[config.mk]
export PLATFORM = sky130hd
export DESIGN_NAME = hazard_sequencer
export DESIGN_NICKNAME = d
export VERILOG_FILES = /design/src/rtl/hazard_sequencer.sv
export SDC_FILE = /design/constraint.sdc
export NUM_CORES = 1
export LEC_CHECK = 0
export CORE_AREA = 4 4 41 43
export CTS_CLUSTER_SIZE = 10
export DETAILED_ROUTE_END_ITERATION = 8
export DIE_AREA = 0 0 45 47
export GPL_TIMING_DRIVEN = 0
export PLACE_DENSITY = 0.79
export RECOVER_POWER = 25
export SYNTH_ARGS = -nofsm -noshare
export SYNTH_HDL_FRONTEND = slang
export SYNTH_SLANG_ARGS = --single-unit
[constraint.sdc]
create_clock -name clk -period 2.9 [get_ports clk]
set_input_delay 0.29 -clock clk [delete_from_list [all_inputs] [get_ports clk]]
set_output_delay 0.29 -clock clk [all_outputs]
set_load 0.02 [all_outputs]
[src/rtl/hazard_sequencer.sv]
// hazard_sequencer
// Pipeline hazard controller for the 5-stage RV32I core. It sits beside the
// decode control unit and drives the PC and pipeline-register enables and
// flushes. It does three things:
//   - inserts one bubble for a load-use hazard seen in ID
//   - flushes wrong-path instructions when a branch resolves taken in MEM
//   - freezes the whole pipeline while data memory is busy
// All outputs are combinational from the registered state and the current
// inputs, so they add no latency.
//
// Parameters:
//   FLUSH_CYCLES - cycles after a taken branch during which load-use
//                  detection is masked (1..3)
//   CNT_W        - width of the performance counters
//
// Optional feature (macro HAZARD_PERF_CNT_EN): adds three saturating counters.
//   stall_count - counts load-use bubble cycles
//   flush_count - counts branch flush cycles
//   wait_count  - counts memory-wait freeze cycles
//
// Ports:
//   clk, reset                  - core clock; synchronous active-high reset
//   if_id_opcode/rs1/rs2        - fields of the instruction in IF/ID
//   id_ex_memread, id_ex_rd     - load indication and destination in ID/EX
//   branch_taken                - one-cycle pulse: branch in EX/MEM was taken
//   dmem_wait                   - level signal: data memory is not ready
//   pc_write, if_id_write       - PC and IF/ID enables
//   id_ex_bubble                - forces zero control signals into ID/EX
//   if_id_flush, id_ex_flush,
//   ex_mem_flush                - pipeline-register clears
//   pipe_hold                   - holds ID/EX, EX/MEM and MEM/WB
//   seq_state                   - FSM state: 0 = RUN, 1 = STALL, 2 = FLUSH
module hazard_sequencer #(
  parameter int FLUSH_CYCLES = 1,
  parameter int CNT_W        = 32
) (
  input  logic             clk,
  input  logic             reset,
  input  logic [6:0]       if_id_opcode,
  input  logic [4:0]       if_id_rs1,
  input  logic [4:0]       if_id_rs2,
  input  logic             id_ex_memread,
  input  logic [4:0]       id_ex_rd,
  input  logic             branch_taken,
  input  logic             dmem_wait,
  output logic             pc_write,
  output logic             if_id_write,
  output logic             id_ex_bubble,
  output logic             if_id_flush,
  output logic             id_ex_flush,
  output logic             ex_mem_flush,
  output logic             pipe_hold,
`ifdef HAZARD_PERF_CNT_EN
  output logic [CNT_W-1:0] stall_count,
  output logic [CNT_W-1:0] flush_count,
  output logic [CNT_W-1:0] wait_count,
`endif
  output logic [1:0]       seq_state
);

  typedef enum logic [1:0] {
    RUN     = 2'd0,
    STALL   = 2'd1,
    FLUSH   = 2'd2,
    ILLEGAL = 2'd3
  } state_t;

  localparam logic [1:0] FLUSH_RELOAD = 2'(FLUSH_CYCLES - 1);

  state_t     state_r, state_nxt_s;
  logic [1:0] flush_cnt_r, flush_cnt_nxt_s;
  logic       br_pend_r, br_pend_nxt_s;
  logic       hazard_s;
  logic       stall_evt_s, flush_evt_s, wait_evt_s;

  // R-type, store and branch instructions read rs2; all others ignore it.
  function automatic logic uses_rs2(input logic [6:0] opcode);
    case (opcode)
      7'b0110011: uses_rs2 = 1'b1;
      7'b0100011: uses_rs2 = 1'b1;
      7'b1100011: uses_rs2 = 1'b1;
      default:    uses_rs2 = 1'b0;
    endcase
  endfunction

  // Load-use detection: the load in ID/EX writes a register that the IF/ID
  // instruction reads. x0 is never a real dependency.
  always_comb begin
    hazard_s = id_ex_memread && (id_ex_rd != 5'd0) &&
               ((id_ex_rd == if_id_rs1) ||
                (uses_rs2(if_id_opcode) && (id_ex_rd == if_id_rs2)));
  end

  // Prioritised output decode and next-state computation.
  always_comb begin
    pc_write        = 1'b1;
    if_id_write     = 1'b1;
    id_ex_bubble    = 1'b0;
    if_id_flush     = 1'b0;
    id_ex_flush     = 1'b0;
    ex_mem_flush    = 1'b0;
    pipe_hold       = 1'b0;
    state_nxt_s     = state_r;
    flush_cnt_nxt_s = flush_cnt_r;
    br_pend_nxt_s   = br_pend_r;
    stall_evt_s     = 1'b0;
    flush_evt_s     = 1'b0;
    wait_evt_s      = 1'b0;

    if (reset) begin
      pc_write        = 1'b0;
      if_id_write     = 1'b0;
      id_ex_bubble    = 1'b1;
      if_id_flush     = 1'b1;
      id_ex_flush     = 1'b1;
      ex_mem_flush    = 1'b1;
      state_nxt_s     = RUN;
      flush_cnt_nxt_s = 2'd0;
      br_pend_nxt_s   = 1'b0;
    end else if (dmem_wait) begin
      // Freeze everything. A branch seen now is remembered and flushed once
      // memory is ready, so the redirect is not lost.
      pc_write    = 1'b0;
      if_id_write = 1'b0;
      pipe_hold   = 1'b1;
      wait_evt_s  = 1'b1;
      if (branch_taken) begin
        br_pend_nxt_s = 1'b1;
      end else begin
        br_pend_nxt_s = br_pend_r;
      end
      if (state_r == ILLEGAL) begin
        state_nxt_s = RUN;
      end else begin
        state_nxt_s = state_r;
      end
    end else if (branch_taken || br_pend_r) begin
      // Kill the wrong path in every state. An in-progress flush window is
      // restarted.
      if_id_flush   = 1'b1;
      id_ex_flush   = 1'b1;
      ex_mem_flush  = 1'b1;
      pc_write      = 1'b1;
      br_pend_nxt_s = 1'b0;
      flush_evt_s   = 1'b1;
      if (FLUSH_CYCLES > 1) begin
        state_nxt_s     = FLUSH;
        flush_cnt_nxt_s = FLUSH_RELOAD;
      end else begin
        state_nxt_s     = RUN;
        flush_cnt_nxt_s = 2'd0;
      end
    end else begin
      case (state_r)
        FLUSH: begin
          // Wrong-path operands are meaningless here, so hazards are masked.
          if (flush_cnt_r <= 2'd1) begin
            state_nxt_s     = RUN;
            flush_cnt_nxt_s = 2'd0;
          end else begin
            state_nxt_s     = FLUSH;
            flush_cnt_nxt_s = flush_cnt_r - 2'd1;
          end
        end
        STALL: begin
          // ID/EX now holds the bubble, so the dependency has been resolved.
          state_nxt_s = RUN;
        end
        RUN: begin
          if (hazard_s) begin
            pc_write     = 1'b0;
            if_id_write  = 1'b0;
            id_ex_bubble = 1'b1;
            stall_evt_s  = 1'b1;
            state_nxt_s  = STALL;
          end else begin
            state_nxt_s = RUN;
          end
        end
        default: begin
          state_nxt_s     = RUN;
          flush_cnt_nxt_s = 2'd0;
        end
      endcase
    end
  end

  // Sequencer state registers.
  always_ff @(posedge clk) begin
    if (reset) begin
      state_r     <= RUN;
      flush_cnt_r <= 2'd0;
      br_pend_r   <= 1'b0;
    end else begin
      state_r     <= state_nxt_s;
      flush_cnt_r <= flush_cnt_nxt_s;
      br_pend_r   <= br_pend_nxt_s;
    end
  end

  assign seq_state = state_r;

`ifdef HAZARD_PERF_CNT_EN
  // Increment that sticks at all-ones instead of wrapping.
  function automatic logic [CNT_W-1:0] sat_inc(input logic [CNT_W-1:0] v);
    if (&v) begin
      sat_inc = v;
    end else begin
      sat_inc = v + CNT_W'(1);
    end
  endfunction

  // Saturating performance counters.
  always_ff @(posedge clk) begin
    if (reset) begin
      stall_count <= {CNT_W{1'b0}};
      flush_count <= {CNT_W{1'b0}};
      wait_count  <= {CNT_W{1'b0}};
    end else begin
      if (stall_evt_s) stall_count <= sat_inc(stall_count);
      if (flush_evt_s) flush_count <= sat_inc(flush_count);
      if (wait_evt_s)  wait_count  <= sat_inc(wait_count);
    end
  end
`endif

endmodule

==> flow_summary.yaml <==
status:
  status: "finished, final reports clean"
pwr:
  power.internal_mw: 0.176
  total_power_mw: 0.240
  ir_drop_mv: 0.237
  p_leak_nw: 0.292
  combPwrFrac_pct: 36.7
  power_per_cell_area_nw_per_um2: 304
  swShare_pct: 26.9
  power_frac_seq_pct: 29.2
  p_switching_mw: 0.0648
  power_frac_clock_pct: 34.1
global_routing:
  antenna_found_initial: 0
  overflow: 0
  grt_pass1_vias: 493
  grt_usage_pct: 14.9
  grt_start_max_net_pins: 11
  grt_pass1_wl_mm: 2.26
timing:
  setup_tns_ns: 0
  fmax_ghz: 0.364
  min_period_over_period_pct: 94.7
  drv_slew: 0
  tightestPinTransition_ns: 0.402
  relSlewSlack_pct: 73.1
  skew_ns: 0.000159
  hold_viol_final: 0
  fin_crit_ns: 2.75
  final-setup-viol-count: 0
  rsz0062_at_grt: "false"
cts:
  clock_latency_ns: 0.25
  clkTransAtPathRegs_ns: 0.04
  root_buffer: "clkbuf_4"
  tritoncts: "done"
  cts_max_level: 1
  clock_sinks: 5
  numCtsBuffers: 3
  clockBufferDepth: 2
die:
  dieArea_um2: 2120
  die_h_um: 47
  rows: 13
  io_pins: 36
  start_util_pct: 31.3
  core_area_um2: 1300
  floorplan.die.width_um: 45
critical_path:
  endpoint_kind: "output port"
  cp.depth: 8
  cpPeakStageDelay_ns: 0.54
  cp.required_ns: 2.61
  crit_arrival_ns: 2.46
  cp_max_fo: 3
  r2r_end: "seq_state[0]$_SDFFE_PP0P_"
  r2r_setup_slack_ns: 1.72
  critPathKind: "input pin to output port"
  worstRegToRegCells: 3
  timing.rr.start: "seq_state[1]$_SDFFE_PP0P_"
  path_cells: "clkdlybuf4s50_1 -> xnor2_1 -> nand3_1 -> nor4_1 -> a31oi_1 -> o21a_1 -> buf_4 -> clkdlybuf4s50_1"
  worstSetupStartpointType: "input pin"
  worstSetupStartpoint: "id_ex_rd[0]"
  crit_slowest_cell: "clkdlybuf4s50_1"
  path_common_cell: "clkdlybuf4s50_1"
  crit_family: "buffers and inverters"
  crit_buf_inv: 3
worst_hold_path:
  holdPathStages: 2
  min_from: "reset"
  holdCritPathClass: "input pin to flip-flop"
  hold_path_end: "flush_cnt_r[0]$_SDFFE_PP0P_"
yosys:
  syn_area_um2: 407
  synth-edff-count: 0
  synth_top_area_share_pct: 24.6
  synthCells: 54
  syn_avg_cell_area_um2: 7.53
  async_flop_share_pct: 0
  synth_common_cells: "xnor2_1, dfxtp_1, nand3_1"
  yosysWarnings: 0
  synthFlopType: "dfxtp_1"
  synth.area.top_cells: "dfxtp_1, xnor2_1, xor2_1"
  synth.distinct_cells: 21
  yosysMostFrequentCell: "xnor2_1"
  synth.largest_area_cell: "dfxtp_1"
  yosysSeqAreaShare_pct: 24.6
  syn-num-nets: 81
  synth_seq_cells: 5
job:
  drv_cap: 0
drt:
  wl_per_cell_um: 12.6
  routed_wl_mm: 1.34
  remaining_drc_errors: 0
  first_pass_iters: 4
  vias: 527
  drt_iter0_markers: 3
  ant_nets: 0
  vias_per_cell: 4.97
placement:
  dp_cells: 102
  hpwlAfterDp_mm: 1.11
  portBuffers: 33
  globalplace.congestion: 0.797
final_layout:
  finalNonFillerCells: 106
  final_nets: 119
  syn_to_final_growth_pct: 94.5
  n_antenna_cell: 0
  final_util_pct: 60.8
  final_layout_size_suffix_gt1_share_pct: 8.79
cells by family after synthesis:
| family | Yosys count | share of synthesized area [%] |
|---|---|---|
| and+or+nand+nor | 20 | 24.9 |
| AOI/OAI and AO/OA | 11 | 18.8 |
| xor gates and xnor gates | 10 | 21.5 |
| buffers and inverters | 8 | 10.2 |
| DFF | 5 | 24.6 |
flip-flops by register name, indices dropped and copies added, names as in the netlist:
name / count
flush_cnt_r: 2
seq_state: 2
br_pend_r: 1
metal layers:
| metal | track usage (%) | routed length (µm) | vias to the layer above |
|---|---|---|---|
| met5 | 0 | 0 | - |
| met4 | 8.77 | 27 | 0 |
| met3 | 3.07 | 124 | 3 |
| met2 | 24.0 | 657 | 27 |
| met1 | 18.4 | 528 | 234 |
| li1 | - | - | 263 |
per-stage QoR:
step / setup slack, ns / area, µm² / hold WS [ns]
2_1_floorplan: 1.07 / 407 / 0.456
5_1_grt: 0.0244 / 791 / 0.503
4_1_cts: 0.0832 / 782 / 0.436
3_5_place_dp: 0.0906 / 756 / 0.488
6_report: 0.153 / 791 / 0.433
3_3_place_gp: 0.0945 / 756 / 0.479
placed cells by master, fill, tap and decap left out, types with 4 or more instances in the layout:
cell type,instances
xnor2_1,6
nand3_1,5
xor2_1,4
nor3_1,4
clkdlybuf4s50_1,31
dfxtp_1,5
nor2_1,4
worst max path at each step:
stage                     slack, ns  endpoint
after detailed placement       0.09  pc_write
after global routing           0.02  pc_write
final                          0.15  pc_write
after floorplan                1.07  pc_write
after global placement         0.09  pc_write
after CTS                      0.08  pc_write
layout make-up:
cell class	count	area [µm²]
fill	133	510
inverter	3	11.3
buffer	5	30.0
clock buffer	4	26.3
multi-input combinational	41	272
timing repair buffer	33	333
sequential	5	100
tap	15	18.8
repair_timing:
item | 4_1_cts | 5_1_grt
hold buffers | 0 | 0
resized for setup | 0 | 2
endpoints found under the setup margin | 0 | 2
buffers inserted | 0 | 0
power groups by stage:
stage / Sequential (mW) / Clock, mW / Combinational, mW
floorplan: 0.0713 / 0 / 0.0360
global placement: 0.0713 / 0 / 0.0866
finish: 0.0701 / 0.0821 / 0.0881
detailed placement: 0.0713 / 0 / 0.0881
CTS: 0.0701 / 0.0847 / 0.0887
global route: 0.0701 / 0.0913 / 0.0962
No activity file was read; power rests on OpenSTA's default activity.
